**src/rtl/uart_pkg.sv**
```systemverilog
// uart_pkg
// Shared definitions for the UART transmit and receive paths: the frame
// state encoding, the parity type constants and the idle line level.
// No ports; imported with "import uart_pkg::*;".

package uart_pkg;

  // Frame states, 3-bit binary encoded.
  typedef enum logic [2:0] {
    IDLE   = 3'd0,
    START  = 3'd1,
    DATA   = 3'd2,
    PARITY = 3'd3,
    STOP   = 3'd4
  } tx_state_t;

  // Parity type as carried in REG2[1].
  localparam logic PAR_EVEN = 1'b0;
  localparam logic PAR_ODD  = 1'b1;

  // Level of the serial line between frames and during stop bits.
  localparam logic LINE_IDLE = 1'b1;

endpackage : uart_pkg

```
**src/rtl/uart_parity_calc.sv**
```systemverilog
// uart_parity_calc
// Combinational parity generator shared by the transmitter and the
// receiver's parity checker.
// Ports:
//   data     in  DW  data word to protect
//   par_typ  in  1   PAR_EVEN (0) or PAR_ODD (1)
//   par_bit  out 1   parity bit to send (or to compare against)

module uart_parity_calc
  import uart_pkg::*;
#(
  parameter int DW = 8
) (
  input  logic [DW-1:0] data,
  input  logic          par_typ,
  output logic          par_bit
);

  // Even parity makes the total count of ones even, so the bit equals the
  // XOR of the data; odd parity is its complement.
  always_comb begin
    par_bit = ^data;
    if (par_typ == PAR_ODD) begin
      par_bit = ~^data;
    end
  end

endmodule : uart_parity_calc

```
**src/rtl/uart_tx_frame.sv**
```systemverilog
// uart_tx_frame
// Serializing UART transmitter. Pops one byte from the TX FIFO and sends a
// start / DW data (LSB first) / optional parity / stop frame, one bit per
// TX_clk cycle. Back-to-back frames leave no idle bit between them.
// Ports:
//   TX_clk      in  1   bit-rate clock, rising edge
//   TX_rst      in  1   asynchronous active-high reset
//   P_DATA      in  DW  byte at the FIFO read port
//   Data_Valid  in  1   FIFO not empty (synchronized to TX_clk)
//   PAR_EN      in  1   parity enable (REG2[0])
//   PAR_TYP     in  1   0 = even, 1 = odd (REG2[1])
//   rd_inc      out 1   FIFO pop strobe, high in the accepting cycle
//   TX_OUT      out 1   serial line, idles high
//   busy        out 1   high while a frame is on the line
//   frame_done  out 1   high during the stop-bit cycle

module uart_tx_frame
  import uart_pkg::*;
#(
  parameter int DW = 8
) (
  input  logic          TX_clk,
  input  logic          TX_rst,
  input  logic [DW-1:0] P_DATA,
  input  logic          Data_Valid,
  input  logic          PAR_EN,
  input  logic          PAR_TYP,
  output logic          rd_inc,
  output logic          TX_OUT,
  output logic          busy,
  output logic          frame_done
);

  localparam int CW = (DW > 1) ? $clog2(DW) : 1;
  localparam logic [CW-1:0] LAST_BIT = CW'(DW - 1);

  tx_state_t     state;
  tx_state_t     next_state;
  logic [CW-1:0] bit_cnt;
  logic [DW-1:0] data_q;
  logic          par_en_q;
  logic          par_bit_q;
  logic          par_bit_new;
  logic          accept;

  uart_parity_calc #(.DW(DW)) u_parity (
    .data    (P_DATA),
    .par_typ (PAR_TYP),
    .par_bit (par_bit_new)
  );

  // A byte is taken only from IDLE or from the stop bit, which lets a
  // waiting byte follow the stop bit with no gap.
  assign accept = ((state == IDLE) || (state == STOP)) && Data_Valid;

  always_ff @(posedge TX_clk or posedge TX_rst) begin
    if (TX_rst) begin
      state <= IDLE;
    end else begin
      state <= next_state;
    end
  end

  always_comb begin
    next_state = state;
    case (state)
      IDLE:    if (Data_Valid) next_state = START;
      START:   next_state = DATA;
      DATA: begin
        if (bit_cnt == LAST_BIT) begin
          next_state = par_en_q ? PARITY : STOP;
        end
      end
      PARITY:  next_state = STOP;
      STOP:    next_state = Data_Valid ? START : IDLE;
      default: next_state = IDLE;
    endcase
  end

  // Data and configuration are captured together at acceptance so that
  // register writes during a frame only affect later frames. Parity is
  // computed from the incoming byte here rather than from data_q later.
  always_ff @(posedge TX_clk or posedge TX_rst) begin
    if (TX_rst) begin
      bit_cnt   <= '0;
      data_q    <= '0;
      par_en_q  <= 1'b0;
      par_bit_q <= 1'b0;
    end else begin
      if (accept) begin
        data_q    <= P_DATA;
        par_en_q  <= PAR_EN;
        par_bit_q <= par_bit_new;
      end
      if (state == START) begin
        bit_cnt <= '0;
      end else if (state == DATA) begin
        bit_cnt <= bit_cnt + CW'(1);
      end
    end
  end

  // Line level and flags decode from registered state; only the pop
  // strobe also looks at Data_Valid so the pop lands in the accepting cycle.
  always_comb begin
    TX_OUT     = LINE_IDLE;
    busy       = 1'b1;
    frame_done = 1'b0;
    rd_inc     = accept;
    case (state)
      IDLE:    busy = 1'b0;
      START:   TX_OUT = 1'b0;
      DATA:    TX_OUT = data_q[bit_cnt];
      PARITY:  TX_OUT = par_bit_q;
      STOP:    frame_done = 1'b1;
      default: begin
        busy   = 1'b0;
        rd_inc = 1'b0;
      end
    endcase
  end

endmodule : uart_tx_frame

```
**config.mk**
```make
export PLATFORM = sky130hd
export DESIGN_NAME = uart_tx_frame
export DESIGN_NICKNAME = d
export VERILOG_FILES = /design/src/rtl/uart_pkg.sv /design/src/rtl/uart_parity_calc.sv /design/src/rtl/uart_tx_frame.sv
export SDC_FILE = /design/constraint.sdc
export NUM_CORES = 1
export LEC_CHECK = 0
export ABC_AREA = 1
export CAP_MARGIN = 25
export CORE_UTILIZATION = 35
export CTS_BUF_LIST = sky130_fd_sc_hd__clkbuf_8 sky130_fd_sc_hd__clkbuf_16
export CTS_CLUSTER_SIZE = 20
export DETAILED_ROUTE_END_ITERATION = 10
export DONT_BUFFER_PORTS = 1
export SYNTH_ARGS = -nofsm -noshare
export SYNTH_HDL_FRONTEND = slang
export SYNTH_SLANG_ARGS = --single-unit
```
**constraint.sdc**
```tcl
create_clock -name TX_clk -period 1.2 [get_ports TX_clk]
set_input_delay 0.24 -clock TX_clk [delete_from_list [all_inputs] [get_ports TX_clk]]
set_output_delay 0.24 -clock TX_clk [all_outputs]
set_load 0.03 [all_outputs]
```
==> flow_metrics.env <==
export IMPL_ys_seq_area_frac=0.4167
export IMPL_insertedDiodeCount=0
export IMPL_path_class="reg -> out"
export IMPL_cp_data_arrival_time_ps=1340
export IMPL_fillCellCount=238
export IMPL_finalSetupViolCount=16
export IMPL_route_detailed_drc=0
export IMPL_via_count=883
export IMPL_rsz0062_at_grt="yes"
export IMPL_cts_buffer_depth=2
export IMPL_portBuffers=0
export IMPL_p_per_area_nw_per_um2=2663
export IMPL_start_util=0.3776
export IMPL_hold_ws_ps=109.8
export IMPL_place_congestion=0.7618
export IMPL_fin_worst_skew_ps=0.7824
export IMPL_die_h_um=54.40
export IMPL_synth_top_area_cell="dfrtp_1"
export IMPL_critPathCaptureType="output port"
export IMPL_cts_sinks=16
export IMPL_syn_area_um2=960.9
export IMPL_fmax_mhz=634.8
export IMPL_violations="negative setup slack"
export IMPL_num_io_pins=17
export IMPL_ant_nets=0
export IMPL_postPlaceCellArea_um2=1085
export IMPL_path_clk_slew_ps=60
export IMPL_synth_distinct_cells=22
export IMPL_core_um2=2545
export IMPL_crit_path_cell_trace="nor2_2 > nor2_1 > o21ai_1 > o211ai_1 > nand3_1 > nand2_4"
export IMPL_ir_drop_v=0.001483
export IMPL_vias_per_cell=4.906
export IMPL_drive_gt1_frac=0.4333
export IMPL_grt_first_pass_wirelength_um=3429
export IMPL_worst_pin_slew_ps=599.9
export IMPL_layout_setup_ws_ps=-375.3
export IMPL_cts_root_buf="clkbuf_8"
export IMPL_dr_pass1_iters=4
export IMPL_die_x_um=54.40
export IMPL_design_power_total_mw=3.636
export IMPL_drt_wirelength_per_cell_um=12.84
export IMPL_hpwlAfterDp_um=1543
export IMPL_synthToLayoutAreaGrowth_pct=42.06
export IMPL_htree_num_levels=1
export IMPL_period_share=1.313
export IMPL_slowest_stage="dfrtp_2"
export IMPL_cp_max_fo=7
export IMPL_routed_wl_um=2312
export IMPL_syn_num_nets=144
export IMPL_cts_tree="yes"
export IMPL_hp_class="in -> reg"
export IMPL_tns_ps=-2309
export IMPL_synth_top_area_frac=0.4167
export IMPL_leakage_nw=0.6760
export IMPL_syn_inst=129
export IMPL_rows=18
export IMPL_final_core_util=0.5364
export IMPL_nets=167
export IMPL_die_area_um2=2959
export IMPL_synth_area_top_cells="dfrtp_1 (42%), nand2_1 (16%), inv_1 (8.6%)"
export IMPL_numCtsBuffers=3
export IMPL_first_global_vias=855
export IMPL_drv_slew=0
export IMPL_grt_max_degree=17
export IMPL_max_cap_violations=0
export IMPL_yosys_register_bits=16
export IMPL_drtIter0Drc=11
export IMPL_cp_start_kind="register"
export IMPL_clk_latency_ps=240
export IMPL_finalCriticalPeriod_ps=1575
export IMPL_grt_ovfl_total=0
export IMPL_hold_viol=0
export IMPL_cpPeakStageDelay_ps=430
export IMPL_slew_headroom=0.5996
export IMPL_stdcell_area_um2=1365
export IMPL_gr_usage_all_layers=0.1676
export IMPL_antenna_found_initial=0
export IMPL_required_ps=960
export IMPL_status="finished, violations left"
export IMPL_postSynthAreaPerCell_um2=7.449
export IMPL_yosysWarnings=0
## synth_stat cells (all sizes together)
cell    number
inv         23
nand3        6
nor3         1
buf          1
nor2        12
o21ai       15
o211ai       2
o22ai        2
a31oi        1
a21oi        3
xor2         1
dfrtp       16
nand2       44
ha           2
## final timing paths
check	from	end	slack (ps)	cells after the start
min in group asynchronous	TX_rst	data_q[5]$_DFFE_PP0P_	500	2
max reg2reg	state[1]$_DFFE_PP0P_	state[1]$_DFFE_PP0P_	-210	7
max in group asynchronous	TX_rst	bit_cnt[1]$_DFFE_PP0P_	270	2
min	P_DATA[6]	data_q[6]$_DFFE_PP0P_	110	2
max	bit_cnt[0]$_DFFE_PP0P_	TX_OUT	-380	6
min reg2reg	data_q[1]$_DFFE_PP0P_	data_q[1]$_DFFE_PP0P_	500	2
## report_power, final
part           total, mW  leakage, nW  internal, mW  switching (mW)
registers           1.06        0.198         0.796           0.259
clock network      0.393       0.0216         0.222           0.171
logic               2.19        0.457          1.00            1.18
total               3.64        0.676          2.02            1.61
## per-layer routing
metal | global-route usage | vias to the layer above | wire [µm]
met5 | 0 | - | 0
met4 | 0.1154 | 0 | 65
met3 | 0.01667 | 8 | 94
met2 | 0.2866 | 23 | 1162
met1 | 0.1952 | 405 | 989
li1 | - | 447 | -
## cells in the final DEF, fill, tap and decap left out, drive strengths merged
cell type,count
buf,18
nand2,44
a21oi,3
clkinv,1
clkbuf,3
dfrtp,16
inv,22
nor2,12
o211ai,2
o21ai,15
o22ai,2
dlygate4sd3,1
nand3,6
ha,2
nor3,1
xor2,1
a31oi,1
## worst max-delay path, delay by kind of cell (launching register included)
family	cells	cell delay (ps)
compound gates	2	180
simple gates	4	480
flops	1	430
## flip-flops by register name, summed over array words and instances, names as in the netlist
signal / flops
data_q: 8
state: 3
par_en_q: 1
par_bit_q: 1
bit_cnt: 3
## final cells by class
cell class                 count  area [µm²]  share of cell area
multi-input combinational     89       595.6              0.4363
clock buffer                   3       41.29             0.03025
timing repair buffer          19       187.7              0.1375
sequential                    16       404.1              0.2961
tap                           30       37.54             0.02750
inverter                      23       98.84             0.07241
## metrics by stage
stage                     std cells  worst slack, ps
after floorplan                 129           -56.46
after global placement          168           -66.25
after detailed placement        168           -152.3
after CTS                       176           -348.1
after global routing            180           -495.6
final                           180           -375.3
## logic make-up (layout without fill, tap and decap cells)
family / after synthesis / count (layout) / share of synthesized area
AND/OR/NAND/NOR: 63 / 63 / 0.2839
AO/OA/AOI/OAI: 23 / 23 / 0.1628
buffers and inverters: 24 / 45 / 0.1016
XOR/XNOR: 1 / 1 / 0.009116
flip-flops: 16 / 16 / 0.4167
adder cells (fa/ha/maj): 2 / 2 / 0.02604
## timing repair
| action | in CTS | in global routing |
|---|---|---|
| hold endpoints to repair | 16 | 0 |
| pin swaps | 11 | 13 |
| buffers inserted | 4 | 6 |
| endpoints found under the setup margin | 14 | 19 |
| gates cloned | 1 | 0 |
| gates resized for setup | 32 | 24 |
| hold buffers | 1 | 0 |
No activity file was read; power rests on OpenSTA's default activity.
